## config.mk

```make
export PLATFORM = sky130hd
export DESIGN_NAME = mul_coef_arbiter
export DESIGN_NICKNAME = d
export VERILOG_FILES = /design/src/rtl/mul_coef_arbiter.sv
export SDC_FILE = /design/constraint.sdc
export NUM_CORES = 2
export LEC_CHECK = 0
export CAP_MARGIN = 30
export CORE_MARGIN = 2
export CORE_UTILIZATION = 50
export CTS_BUF_LIST = sky130_fd_sc_hd__clkbuf_8
export DETAILED_ROUTE_END_ITERATION = 10
export PLACE_DENSITY = 0.73
export SLEW_MARGIN = 15
export SYNTH_ARGS = -nofsm -noshare
export SYNTH_HDL_FRONTEND = slang
export SYNTH_SLANG_ARGS = --single-unit
```

## constraint.sdc

```tcl
create_clock -name clk -period 5 [get_ports clk]
set_input_delay 1.25 -clock clk [delete_from_list [all_inputs] [get_ports clk]]
set_output_delay 1.25 -clock clk [all_outputs]
set_load 0.01 [all_outputs]
```

## src/rtl/mul_coef_arbiter.sv

```systemverilog
// mul_coef_arbiter: two clients share one shift-add multiplier and one
// locally loaded coefficient table. An idle engine accepts one request
// (round-robin on ties), fetches the coefficient, then multiplies one
// coefficient bit per cycle and posts a single-cycle response pulse.
module mul_coef_arbiter #(
  parameter int DATA_W = 8,
  parameter int ADDR_W = 8
) (
  input  logic                  clk,
  input  logic                  rst,
  input  logic                  cfg_we,
  input  logic [ADDR_W-1:0]     cfg_addr,
  input  logic [DATA_W-1:0]     cfg_data,
  input  logic                  req0_valid,
  input  logic [ADDR_W-1:0]     req0_addr,
  input  logic [DATA_W-1:0]     req0_op,
  output logic                  req0_ready,
  input  logic                  req1_valid,
  input  logic [ADDR_W-1:0]     req1_addr,
  input  logic [DATA_W-1:0]     req1_op,
  output logic                  req1_ready,
  output logic                  rsp_valid,
  output logic                  rsp_id,
  output logic [2*DATA_W-1:0]   rsp_prod,
  output logic                  busy
);

  localparam int PROD_W = 2 * DATA_W;
  localparam int DEPTH  = 1 << ADDR_W;
  localparam int CNT_W  = (DATA_W > 1) ? $clog2(DATA_W) : 1;
  localparam logic [CNT_W-1:0] CNT_LAST = CNT_W'(DATA_W - 1);

  typedef enum logic [1:0] {
    S_IDLE  = 2'd0,
    S_FETCH = 2'd1,
    S_MUL   = 2'd2,
    S_DONE  = 2'd3
  } state_e;

  state_e              state_q;
  logic [DATA_W-1:0]   table_q [DEPTH];

  // prio_q is the requester that wins when both are valid, i.e. the one
  // not served last. Reset value 0 lets req0 win the first tie.
  logic                prio_q;
  logic [ADDR_W-1:0]   addr_q;
  logic [DATA_W-1:0]   op_q;
  logic                id_q;
  logic [DATA_W-1:0]   coef_q;
  logic [PROD_W-1:0]   acc_q;
  logic [PROD_W-1:0]   mcand_q;
  logic [CNT_W-1:0]    cnt_q;
  logic                rsp_valid_q;
  logic                rsp_id_q;
  logic [PROD_W-1:0]   rsp_prod_q;
  logic                busy_q;

  logic                grant_vld_d;
  logic                grant_id_d;
  logic                accept_d;
  logic [PROD_W-1:0]   acc_d;

  // Pick the requester to grant: a lone valid wins outright, a tie goes to prio_q.
  always_comb begin
    grant_vld_d = 1'b0;
    grant_id_d  = 1'b0;
    if (req0_valid && req1_valid) begin
      grant_vld_d = 1'b1;
      grant_id_d  = prio_q;
    end else if (req0_valid) begin
      grant_vld_d = 1'b1;
      grant_id_d  = 1'b0;
    end else if (req1_valid) begin
      grant_vld_d = 1'b1;
      grant_id_d  = 1'b1;
    end else begin
      grant_vld_d = 1'b0;
      grant_id_d  = 1'b0;
    end
  end

  // Ready is offered only from IDLE and never while reset is asserted.
  assign accept_d   = rst && (state_q == S_IDLE) && grant_vld_d;
  assign req0_ready = accept_d && !grant_id_d;
  assign req1_ready = accept_d && grant_id_d;

  // Partial-product accumulate for the coefficient bit selected by the counter.
  always_comb begin
    acc_d = acc_q;
    if (coef_q[cnt_q]) begin
      acc_d = acc_q + mcand_q;
    end else begin
      acc_d = acc_q;
    end
  end

  // Coefficient table: cleared by reset, otherwise written whenever cfg_we is high.
  always_ff @(posedge clk) begin
    if (!rst) begin
      for (int i = 0; i < DEPTH; i++) begin
        table_q[i] <= '0;
      end
    end else if (cfg_we) begin
      table_q[cfg_addr] <= cfg_data;
    end
  end

  // Engine FSM: accept, fetch coefficient, shift-add DATA_W bits, post response.
  always_ff @(posedge clk) begin
    if (!rst) begin
      state_q     <= S_IDLE;
      prio_q      <= 1'b0;
      addr_q      <= '0;
      op_q        <= '0;
      id_q        <= 1'b0;
      coef_q      <= '0;
      acc_q       <= '0;
      mcand_q     <= '0;
      cnt_q       <= '0;
      rsp_valid_q <= 1'b0;
      rsp_id_q    <= 1'b0;
      rsp_prod_q  <= '0;
      busy_q      <= 1'b0;
    end else begin
      rsp_valid_q <= 1'b0;
      case (state_q)
        S_IDLE: begin
          if (accept_d) begin
            addr_q  <= grant_id_d ? req1_addr : req0_addr;
            op_q    <= grant_id_d ? req1_op : req0_op;
            id_q    <= grant_id_d;
            prio_q  <= ~grant_id_d;
            busy_q  <= 1'b1;
            state_q <= S_FETCH;
          end
        end
        S_FETCH: begin
          // Reads the table value from before any same-cycle cfg write.
          coef_q  <= table_q[addr_q];
          acc_q   <= '0;
          mcand_q <= {{DATA_W{1'b0}}, op_q};
          cnt_q   <= '0;
          state_q <= S_MUL;
        end
        S_MUL: begin
          acc_q   <= acc_d;
          mcand_q <= mcand_q << 1;
          cnt_q   <= cnt_q + CNT_W'(1);
          if (cnt_q == CNT_LAST) begin
            rsp_prod_q  <= acc_d;
            rsp_id_q    <= id_q;
            rsp_valid_q <= 1'b1;
            state_q     <= S_DONE;
          end
        end
        S_DONE: begin
          busy_q  <= 1'b0;
          state_q <= S_IDLE;
        end
        default: begin
          busy_q  <= 1'b0;
          state_q <= S_IDLE;
        end
      endcase
    end
  end

  assign rsp_valid = rsp_valid_q;
  assign rsp_id    = rsp_id_q;
  assign rsp_prod  = rsp_prod_q;
  assign busy      = busy_q;

endmodule

```

==> qor.yml <==
outcome: "finished clean"
cp-end-kind: "flip-flop"
seq_area_frac_synth_pct: 64.1
worstHoldStart: "id_q"
core_mm2: 0.195
antenna_left: 0
drt_iter0_markers: 7221
die_y_um: 448
vias: 57300
multi_input_area_mm2: 0.0332
nets: 6813
dr.pass1.iters: 6
hold_path_depth: 2
p_leak_nw: 37.6
ys_ff_latch: 2130
clkSinkCount: 2130
layout_worst_path_cycle_share_pct: 81.7
hold_buffers: 0
critical_path_class: "reg2reg"
crit_start: "addr_q[0]"
antenna_found_initial: 15
setup_tns_ns: 0
seq_area_mm2: 0.0632
cts-root-to-sink-buffers: 4
synth_top_flop_cell: "edfxtp_1"
wl_per_cell_um: 26.0
dp.cells: 8997
netlist_area_mm2: 0.0985
syn_nets: 6514
fillers: 15000
place_area_mm2: 0.104
synth_top_area_share_pct: 62.4
cts_resized: 0
h-tree-depth: 5
layout_common_cells: "and2_1, edfxtp_1, mux4_2"
overflow: 0
regToRegStartpoint: "addr_q[0]"
required_ns: 5.93
slew_violations: 0
grt_pass1_wl_um: 373000
critPathMaxStageDelay_ns: 0.90
die_w_um: 448
relSlewSlack_pct: 23.6
viasPerCell: 5.95
drt_wl_total_um: 251000
path_clk_slew_ns: 0.07
hold_end: "rsp_id"
syn_inst: 6439
setup_viol: 0
place.gp.congestion: 0.892
post-cts-setup-buffer-count: 0
arrival_ns: 5.01
start_util_pct: 50.4
stdcell_area_mm2: 0.110
cts_buffers: 360
fin_cells: 9632
drive_above_1_share_pct: 21.9
r2r_end: "coef_q[6]"
ys_warn_count: 0
cellPowerDensity_mw_per_mm2: 416
ys_types: 50
clk_latency_ns: 1.07
synthToLayoutAreaGrowth_pct: 12.0
syn_avg_cell_area_um2: 15.3
path_cells: "buf_4 -> buf_4 -> mux4_2 -> mux4_2 -> mux2i_1 -> nor2_1 -> a21oi_1 -> o22ai_1 -> a2111o_1"
fin_crit_ns: 4.09
cts_tree: "done"
final_hold_viol_count: 0
placementRows: 162
synth-edff-count: 2048
fmax_mhz: 245
maxCapViolCount: 0
critPathSlowestCell: "dfxtp_4"
rsz0062_at_grt: "no"
io_buffers: 73
finish.utilization_pct: 56.5
hp-class: "reg2reg"
cts-root-buf: "clkbuf_8"
ff2ff_path_depth: 9
yosysTopAreaCell: "edfxtp_1"
fin_skew_ns: 0.0551
worst_pin_slew_ns: 1.15
track_usage_pct: 25.1
post-dp-hpwl_um: 159000
r2r_slack_ns: 0.91
ys_top_cells_by_area: "edfxtp_1, mux4_2, and2_1, dfxtp_1, clkbuf_1"
crit_fanout: 24
route.detailed.drc: 0
final_common_cell: "and2_1"
grt_pass1_vias: 56300
crit_path_start_kind: "flip-flop"
postSynth.asyncResetShare_pct: 0
die-area_mm2: 0.201
grt_max_degree: 135
ir_drop_mv: 0.307
ios: 74
==> per-layer routing <==
metal | part of all wire (%) | vias to the layer above | global-route usage, %
li1 | - | 24500 | -
met1 | 40 | 29200 | 35.3
met2 | 47 | 3076 | 38.8
met3 | 9.7 | 496 | 5.14
met4 | 3.6 | 8 | 9.66
met5 | 0.023 | - | 0
==> synthesized netlist by cell type (17+ instances only) <==
cell      instances
nor2_1          327
buf_1            36
mux2_2           30
edfxtp_1       2048
mux4_2          636
o21ai_0         291
clkbuf_1        428
nand3_1          41
o22ai_1          17
nand2b_1         26
nand2_1          47
and2_1         2055
a211oi_1         46
a21oi_1          61
mux2i_1          54
dfxtp_1          82
ha_1             21
buf_2            51
nor2b_1          23
==> critical path, delay by kind of cell (launching register included) <==
| family | cells | cell delay, ns |
|---|---|---|
| AOI/OAI and AO/OA | 3 | 0.82 |
| muxes | 3 | 1.44 |
| buffers and inverters | 2 | 0.60 |
| DFF | 1 | 0.90 |
| and+or+nand+nor | 1 | 0.08 |
==> power by group <==
group	switching, mW	internal, mW	leakage (nW)
Combinational	5.54	4.82	13.9
Sequential	0.625	20.5	20.1
Clock	7.00	7.42	3.62
Total	13.2	32.7	37.6
==> cell type report <==
type / count / area share (%)
clock inverters: 252 / 1.25
repair buffers: 468 / 3.75
flip-flops and latches: 2130 / 57.3
inverters: 11 / 0.0374
clock buffers: 367 / 4.58
multi-input cells: 3767 / 30.1
diodes: 13 / 0.0295
well taps: 2624 / 2.98
==> stage by stage <==
stage                     total power, mW  worst slack (ns)  hold slack (ns)
after detailed placement             31.8             0.634            0.457
final                                45.9             0.914            0.464
after floorplan                      28.1              1.21            0.432
after global placement               31.6             0.487            0.445
after CTS                            46.0             0.939            0.467
after global routing                 47.3             0.806            0.477
==> cells by family after synthesis <==
kind of cell	share of synthesized area (%)
mux	15.4
simple gates	15.2
buf+inv	2.22
xor+xnor	0.0889
compound gates	2.62
flops	64.1
fa+ha+maj	0.287
==> worst max-delay path by stage <==
stage                           to  slack [ns]  cells after the start
floorplan               req0_ready        1.21                      5
global placement    table_q[50][2]        0.49                      5
detailed placement  table_q[33][1]        0.63                      6
CTS                     req0_ready        0.94                      6
global route             coef_q[6]        0.81                      9
finish                   coef_q[6]        0.91                      9
==> sequential cells by signal, indices dropped and copies added (netlist names) <==
name       count
prio_q         1
state_q        2
mcand_q       16
addr_q         8
op_q           8
rsp_prod      16
table_q     2048
rsp_valid      1
rsp_id         1
coef_q         8
cnt_q          3
id_q           1
acc_q         16
busy           1
Power figures use the tool's default switching activity.
